[config.mk]
export PLATFORM = sky130hd
export DESIGN_NAME = debug_read_port
export DESIGN_NICKNAME = d
export VERILOG_FILES = /design/src/rtl/debug_read_port.sv
export SDC_FILE = /design/constraint.sdc
export NUM_CORES = 1
export LEC_CHECK = 0
export BUFFER_PORTS_ARGS = -buffer_cell sky130_fd_sc_hd__buf_2
export CORE_ASPECT_RATIO = 1.4
export CORE_MARGIN = 10
export CORE_UTILIZATION = 30
export DETAILED_ROUTE_END_ITERATION = 8
export SKIP_CTS_REPAIR_TIMING = 1
export SLEW_MARGIN = 20
export SYNTH_ARGS = -nofsm -noshare
export SYNTH_HDL_FRONTEND = slang
export SYNTH_SLANG_ARGS = --single-unit
[constraint.sdc]
create_clock -name clk -period 4 [get_ports clk]
set_clock_uncertainty 0.2 [all_clocks]
set_input_delay 0.4 -clock clk [delete_from_list [all_inputs] [get_ports clk]]
set_output_delay 0.4 -clock clk [all_outputs]
set_load 0.03 [all_outputs]
[src/rtl/debug_read_port.sv]
// debug_read_port: valid/ready debug responder reading register file, CCR and idle-slot data memory.
// Optional DBG_TIMEOUT_EN bounds the wait for a free memory slot with an error response.
module debug_read_port #(
  parameter int DATA_WIDTH     = 16,
  parameter int REG_COUNT      = 8,
  parameter int MEM_ADDR_WIDTH = 11,
  parameter int TIMEOUT_CYCLES = 15
) (
  input  logic                      clk,
  input  logic                      rst,
  input  logic                      dbg_req_valid,
  output logic                      dbg_req_ready,
  input  logic [1:0]                dbg_req_space,
  input  logic [MEM_ADDR_WIDTH-1:0] dbg_req_addr,
  output logic                      dbg_rsp_valid,
  input  logic                      dbg_rsp_ready,
  output logic [DATA_WIDTH-1:0]     dbg_rsp_data,
  output logic                      dbg_rsp_err,
  output logic [2:0]                rf_rd_addr,
  input  logic [DATA_WIDTH-1:0]     rf_rd_data,
  input  logic [2:0]                ccr,
  input  logic                      mem_busy,
  output logic                      mem_rd_en,
  output logic [MEM_ADDR_WIDTH-1:0] mem_rd_addr,
  input  logic [DATA_WIDTH-1:0]     mem_rd_data
);
  typedef enum logic [2:0] {IDLE, REG_RD, MEM_WAIT, MEM_RD, RESP} state_t;
  localparam logic [MEM_ADDR_WIDTH-1:0] REG_LIMIT = MEM_ADDR_WIDTH'(REG_COUNT);
  state_t state, next;
  logic [1:0] space_q;
  logic [MEM_ADDR_WIDTH-1:0] addr_q;
  logic [DATA_WIDTH-1:0] data_q;
  logic err_q;
  logic timeout;
  logic bad_reg;
  assign bad_reg = space_q == 2'b00 && addr_q >= REG_LIMIT;
`ifdef DBG_TIMEOUT_EN
  localparam int CW = $clog2(TIMEOUT_CYCLES + 1);
  localparam logic [CW-1:0] LAST = CW'(TIMEOUT_CYCLES - 1);
  logic [CW-1:0] wait_cnt;
  always_ff @(posedge clk or negedge rst)
    if (!rst) wait_cnt <= '0;
    else wait_cnt <= (state == MEM_WAIT && mem_busy) ? wait_cnt + 1'b1 : '0;
  assign timeout = state == MEM_WAIT && mem_busy && wait_cnt == LAST;
`else
  assign timeout = 1'b0;
`endif
  always_ff @(posedge clk or negedge rst)
    if (!rst) state <= IDLE;
    else state <= next;
  always_comb begin
    next = state;
    case (state)
      IDLE:     if (dbg_req_valid) next = dbg_req_space == 2'b10 ? MEM_WAIT : dbg_req_space == 2'b11 ? RESP : REG_RD;
      REG_RD:   next = RESP;
      MEM_WAIT: next = !mem_busy ? MEM_RD : timeout ? RESP : MEM_WAIT;
      MEM_RD:   next = RESP;
      RESP:     if (dbg_rsp_ready) next = IDLE;
      default:  next = IDLE;
    endcase
  end
  always_comb begin
    dbg_req_ready = state == IDLE;
    dbg_rsp_valid = state == RESP;
    mem_rd_en     = state == MEM_WAIT && !mem_busy;
    mem_rd_addr   = addr_q;
    rf_rd_addr    = addr_q[2:0];
    dbg_rsp_data  = data_q;
    dbg_rsp_err   = err_q;
  end
  // response payload is built up in place and held untouched through RESP
  always_ff @(posedge clk or negedge rst)
    if (!rst) begin
      space_q <= '0;
      addr_q  <= '0;
      data_q  <= '0;
      err_q   <= 1'b0;
    end else if (state == IDLE && dbg_req_valid) begin
      space_q <= dbg_req_space;
      addr_q  <= dbg_req_addr;
      data_q  <= '0;
      err_q   <= dbg_req_space == 2'b11;
    end else if (state == REG_RD) begin
      data_q  <= space_q == 2'b01 ? DATA_WIDTH'(ccr) : bad_reg ? '0 : rf_rd_data;
      err_q   <= bad_reg;
    end else if (state == MEM_RD) begin
      data_q  <= mem_rd_data;
      err_q   <= 1'b0;
    end else if (timeout) begin
      data_q  <= '0;
      err_q   <= 1'b1;
    end
endmodule

---- Word-level counts from Yosys, hierarchy flattened ----
Cells that the tools add are included.
Widths: inputs -> output; s select.
operators by class
  multiplexer cells ....................... 14
  reductions and logical operators ........ 9
  equal/unequal tests ..................... 9
  magnitude comparators ................... 1
operators with widths
  operator             number
  $mux 16              5
  $mux 3               4
  $pmux 3 s4           1
  $ge 11x4->1 const B  1
  $eq 3x2->1 const B   2
  $eq 2x2->1 const B   2
  $mux 1               4
  $eq 3x1->1 const B   1
  $eq 3x3->1 const B   1
  $logic_and 1x1->1    3
  $logic_not 3->1      1
  $reduce_bool 3->1    1
  $eq 2x1->1 const B   1
  $logic_not 2->1      1
  $ne 2x1->1 const B   1
  $ne 2x2->1 const B   1
  $reduce_and 2->1     1
  $reduce_or 2->1      1
  $logic_not 1->1      1
storage, ports and cells
  logic and storage cells ................. 38
  register bits ........................... 33

---- Longest topological paths before layout ----
Gate-level depths: netlist of run 1.
  depth after elaboration ................. 6
  mapped depth ............................ 6
  depth with buffers taken out ............ 3

---- Worst setup path after synthesis of run 1 ----
No wires, ideal clock.
  path kind ............................... register to output
  from .................................... register state[1]
  to ...................................... output port mem_rd_en
  slack ................................... 1.938 ns
  path buffers ............................ 2
  data required time ...................... 3.400 ns
  data arrival time ....................... 1.462 ns
  stages on the path, launching flop included .. 5
  cell sequence ........................... dfrtp_1 > buf_6 > clkbuf_1 > nand2b_1 > nor3_1
between the ends
  longest elaborated chain between the ends .. 2
ends and longest elaborated chain
  what                    line  RTL
  start, declared         29    state_t state, next;
  start signal, assigned  50    else state <= next;
  $eq 3x2->1              65    mem_rd_en = state == MEM_WAIT && !mem_busy;
  $logic_and 1x1->1       65
  end, declared           23    output logic mem_rd_en,
No other way between the ends.

---- Final worst setup path of run 1 ----
Ends and elaborated chain as after synthesis.

==> results_dict.tcl, run 1 <==
set metrics [dict create \
    grt_max_degree 34 \
    synth_top_family_by_area "compound AO/OA/AOI/OAI gates" \
    failed_checks "negative hold slack" \
    holdWs_ps -10.3 \
    synth_edf_count 0 \
    place_ws_ps 1580 \
    p_per_area_nw_per_um2 823 \
    reg2reg_slack_ps 1890 \
    vias 1533 \
    worstHoldPathType "in2async" \
    antenna_left 0 \
    dieArea_um2 9500 \
    die_x_um 85.3 \
    antenna_found_initial 0 \
    die_h_um 111 \
    clkTransAtPathRegs_ps 70 \
    avgSynthCellArea_um2 11.0 \
    fin_ws_ps 1830 \
    antenna_cells 0 \
    initial_utilization 0.307 \
    first_pass_iters 4 \
    max_freq_mhz 461 \
    muxShareOfSynthArea 0.103 \
    htreeDepth 2 \
    finalCritPeriodShare 0.542 \
    fin_crit_ps 2170 \
    p_leak_nw 1.14 \
    wl_mm 5.21 \
    yosysUniqueCellTypes 34 \
    setup_viol 0 \
    drv_cap 0 \
    critPathMaxFanout 18 \
    grt_pass1_vias 1704 \
    final_cell_mix "buf_2, dfrtp_1, inv_1" \
    fin_util 0.397 \
    drive_gt1_frac 0.472 \
    fp-row-count 33 \
    grt_overflow_total 0 \
    yosysWarnings 0 \
    numPortBuffers 86 \
    ir_worst_vdd_mv 0.456 \
    syn_to_final_growth_pct 29.3 \
    clockRootBuffer "clkbuf_8" \
    grt_setup_unrepaired "no" \
    cts_buffer_depth 2 \
    synth_compound_area_frac 0.204 \
    syn-instance-count 163 \
    critPathCaptureType "primary output" \
    ios 87 \
    cts.sinks 33 \
    grt_pass1_wl_mm 8.60 \
    yosys_most_used_dff "dfrtp_1" \
    tritoncts "built" \
    ys_ff_latch 33 \
    drtIter0Drc 26 \
    via_per_inst 4.85 \
    run_status "complete, but fails checks" \
    hpwl_mm 3.96 \
    cp.arrival_ps 1570 \
    numCtsBuffers 5 \
    worstSkewPairLatency_ps 280 \
    synthXorXnorAreaFrac 0 \
    worstPathRequired_ps 3400 \
    hold_viol_final 33 \
    tns_ps 0 \
    netlist_area_um2 1790 \
    synth_adder_area_share 0 \
    gp_congestion 0.700 \
    path_class "reg2out" \
    yosys.area_share.simple 0.130 \
    worst_pin_slew_ps 763 \
    maxSlewHeadroom 0.492 \
    synth-seq-area-share 0.462 \
    synth_nets 216 \
    fin_nets 298 \
    grt_use_total 0.109 \
    rr_worst_depth 3 \
    core-area_um2 5820 \
    final_common_cell "buf_2" \
    post_drt_wl_per_cell_um 16.5 \
    slew_viol_final 0 \
    stdcell_count 316 \
    async_flop_share 1.00 \
    dp.cells 307 \
    drc 0 \
    start_kind "register" \
]
registers in the layout, summed over array words and instances (netlist names):
name	flops
dbg_rsp_data	16
dbg_rsp_err	1
mem_rd_addr	11
space_q	2
state	3
cells by family (layout without fill, tap and decap cells):
group / Yosys count / count (layout)
multiplexers: 13 / 13
AO/OA/AOI/OAI: 53 / 53
flip-flops: 33 / 33
AND/OR/NAND/NOR: 30 / 30
buffers and inverters: 34 / 117
layer usage:
metal | track usage | up-vias | part of all wire
met2 | 0.182 | 57 | 0.50
met1 | 0.122 | 720 | 0.40
met4 | 0.0264 | 0 | 0.0081
li1 | - | 751 | -
met3 | 0.0503 | 5 | 0.094
met5 | 0 | - | 0
power breakdown:
part,switching [mW],leakage [nW],internal [mW]
combinational,0.635,0.682,0.397
clock,0.123,0.0450,0.121
sequential,0.149,0.417,0.480
total,0.906,1.14,0.998
worst max-delay path, cell delays in order, from the launching register on:
cell,delay [ps]
dfrtp_1,730
nand2b_1,160
nor3_1,170
buf_2,230
stage by stage:
| stage | hold WS [ps] | cell area [µm²] | power, mW |
|---|---|---|---|
| after CTS | 20.3 | 2300 | 1.94 |
| after detailed placement | 304 | 2220 | 1.68 |
| after global routing | 41.0 | 2310 | 2.05 |
| after global placement | 297 | 2220 | 1.67 |
| after floorplan | -95.6 | 1790 | 1.43 |
| final | -10.3 | 2310 | 1.90 |
area by class of cell:
| type | count | area, µm² |
|---|---|---|
| Multi-Input combinational cell | 96 | 782 |
| Clock inverter | 2 | 10.0 |
| Clock buffer | 6 | 72.6 |
| Sequential cell | 33 | 826 |
| Tap cell | 70 | 87.6 |
| Timing Repair Buffer | 90 | 464 |
| Fill cell | 590 | 3510 |
| Inverter | 19 | 71.3 |
synthesized netlist by cell type (4+ instances only):
cell,n,area share
a21oi_1,12,0.034
buf_2,4,0.011
buf_4,5,0.021
buf_6,4,0.025
dfrtp_1,33,0.46
inv_1,19,0.040
mux2_4,10,0.084
nand2b_1,7,0.024
nor3_1,4,0.011
o21ai_0,12,0.034
o32ai_1,13,0.064
path summary, 6_finish.rpt:
kind                                  from               end
min in group clk           dbg_req_addr[4]    mem_rd_addr[4]
max in group asynchronous              rst   dbg_rsp_data[2]
max                               state[1]         mem_rd_en
max reg2reg                       state[1]    mem_rd_addr[1]
min reg2reg                dbg_rsp_data[3]   dbg_rsp_data[3]
min                                    rst  dbg_rsp_data[12]
(Power assumes the default switching activity.)
==> run 2, diff against run 1 <==
==> constraint.sdc (replaced) <==
create_clock -name clk -period 2.21 [get_ports clk]
set_clock_uncertainty 0.2 [all_clocks]
set_input_delay 0.221 -clock clk [delete_from_list [all_inputs] [get_ports clk]]
set_output_delay 0.221 -clock clk [all_outputs]
set_load 0.03 [all_outputs]
==> results_dict.tcl, run 2 (synthesis results as in run 1) <==
set metrics [dict create \
    first_pass_iters 4 \
    power.total_mw 3.47 \
    dieArea_um2 9500 \
    critPathCaptureType "primary output" \
    pwr-share-comb 0.552 \
    die_x_um 85.3 \
    fp-row-count 33 \
    maxSlewHeadroom 0.489 \
    numPortBuffers 86 \
    p_leak_nw 1.21 \
    antenna_cells 0 \
    worstSkewPairLatency_ps 280 \
    setup_viol 0 \
    swShare 0.470 \
    critPathLaunch "state[1]" \
    tritoncts "built" \
    drtIter0Drc 43 \
    r2r-end "dbg_rsp_data[12]" \
    p_int_mw 1.84 \
    run_status "finished clean" \
    antenna_found_initial 0 \
    fin_util 0.421 \
    fill_cells 587 \
    tns_ps 0 \
    fin_crit_ps 1790 \
    p_per_area_nw_per_um2 1420 \
    met3WireLength_um 430 \
    largest_reg_flops 16 \
    ios 87 \
    worstPathRequired_ps 1790 \
    finalCritPeriodShare 0.808 \
    cp.arrival_ps 1370 \
    antenna_left 0 \
    ir_worst_vdd_mv 0.857 \
    clkTransAtPathRegs_ps 70 \
    p_switching_mw 1.63 \
    met1_length_mm 2.22 \
    dr_wl_met2_mm 2.64 \
    p_seq_frac 0.324 \
    drv_cap 0 \
    clockRootBuffer "clkbuf_8" \
    rr_worst_depth 4 \
    initial_utilization 0.307 \
    drc 0 \
    worst_pin_slew_ps 766 \
    start_kind "register" \
    holdWs_ps 20.6 \
    topRoutingLayerUsed "met4" \
    worstHoldPathType "in2reg" \
    cts.sinks 33 \
    multiInputGateArea_um2 782 \
    numCtsBuffers 5 \
    pwr-share-clk 0.124 \
    crit_end "mem_rd_en" \
    reg2reg_slack_ps 450 \
    syn_to_final_growth_pct 37.1 \
    final_cell_mix "buf_2, dfrtp_1, inv_1" \
    grt_pass1_wl_mm 8.51 \
    htreeDepth 2 \
    die_h_um 111 \
    worstReg2RegStart "state[1]" \
    fin_nets 313 \
    post_drt_wl_per_cell_um 16.1 \
    grt_setup_unrepaired "no" \
    final-seq-area_um2 826 \
    grt_use_total 0.107 \
    grt_overflow_total 0 \
    hold_viol_final 0 \
    drive_gt1_frac 0.456 \
    max_freq_mhz 560 \
    grt_pass1_vias 1780 \
    path_class "reg2out" \
    final_common_cell "buf_2" \
    wl_mm 5.33 \
    slew_viol_final 0 \
    gp_congestion 0.728 \
    hpwl_mm 4.08 \
    cts_buffer_depth 2 \
    grt_max_degree 34 \
    via_per_inst 4.89 \
    critPathMaxFanout 11 \
    core-area_um2 5820 \
    vias 1619 \
]
[run 2: cell count changes in the layout (fill, tap and decap cells not counted)]
cell           previous run  this run
dlygate4sd3_1             0        12
buf_4                     3         7
buf_6                     1         0
[run 2: through the flow]
stage	instance area (µm²)	setup slack, ps	cells
4_1_cts	2330	400	319
3_5_place_dp	2250	434	311
6_report	2450	424	331
2_1_floorplan	1790	327	163
5_1_grt	2450	332	331
3_3_place_gp	2250	455	311
[run 2: final cells by class]
cell class / count / share of cell area
Clock buffer: 6 / 0.0296
Clock inverter: 2 / 0.00408
Inverter: 19 / 0.0291
Multi-Input combinational cell: 96 / 0.319
Sequential cell: 33 / 0.337
Tap cell: 70 / 0.0357
Timing Repair Buffer: 105 / 0.246
[run 2: layer usage]
layer	GRT usage	up-vias
li1	-	782
met1	0.122	770
met2	0.175	62
met3	0.0452	5
met4	0.0374	0
met5	0	-
[run 2: how the worst min path moves through the flow]
stage | from | to | slack [ps] | cells after the start
finish | dbg_req_space[0] | space_q[0] | 20 | 2
global placement | rst | dbg_rsp_data[12] | 140 | 1
global route | dbg_req_space[0] | space_q[0] | 20 | 2
detailed placement | rst | dbg_rsp_data[12] | 150 | 1
CTS | rst | dbg_rsp_data[12] | -160 | 1
floorplan | rst | dbg_rsp_data[0] | -270 | 0
[run 2: power groups by stage]
stage | logic [mW] | registers, mW | clock network, mW
2_1_floorplan | 1.08 | 1.50 | 0
6_report | 1.92 | 1.12 | 0.432
3_3_place_gp | 1.92 | 1.13 | 0
4_1_cts | 1.94 | 1.13 | 0.457
3_5_place_dp | 1.94 | 1.14 | 0
5_1_grt | 2.09 | 1.17 | 0.485
[run 2: critical path, stage by stage, from the launching register on]
cell      delay (ps)
dfrtp_1          570
nand2b_1         120
nor3_1           170
buf_2            230
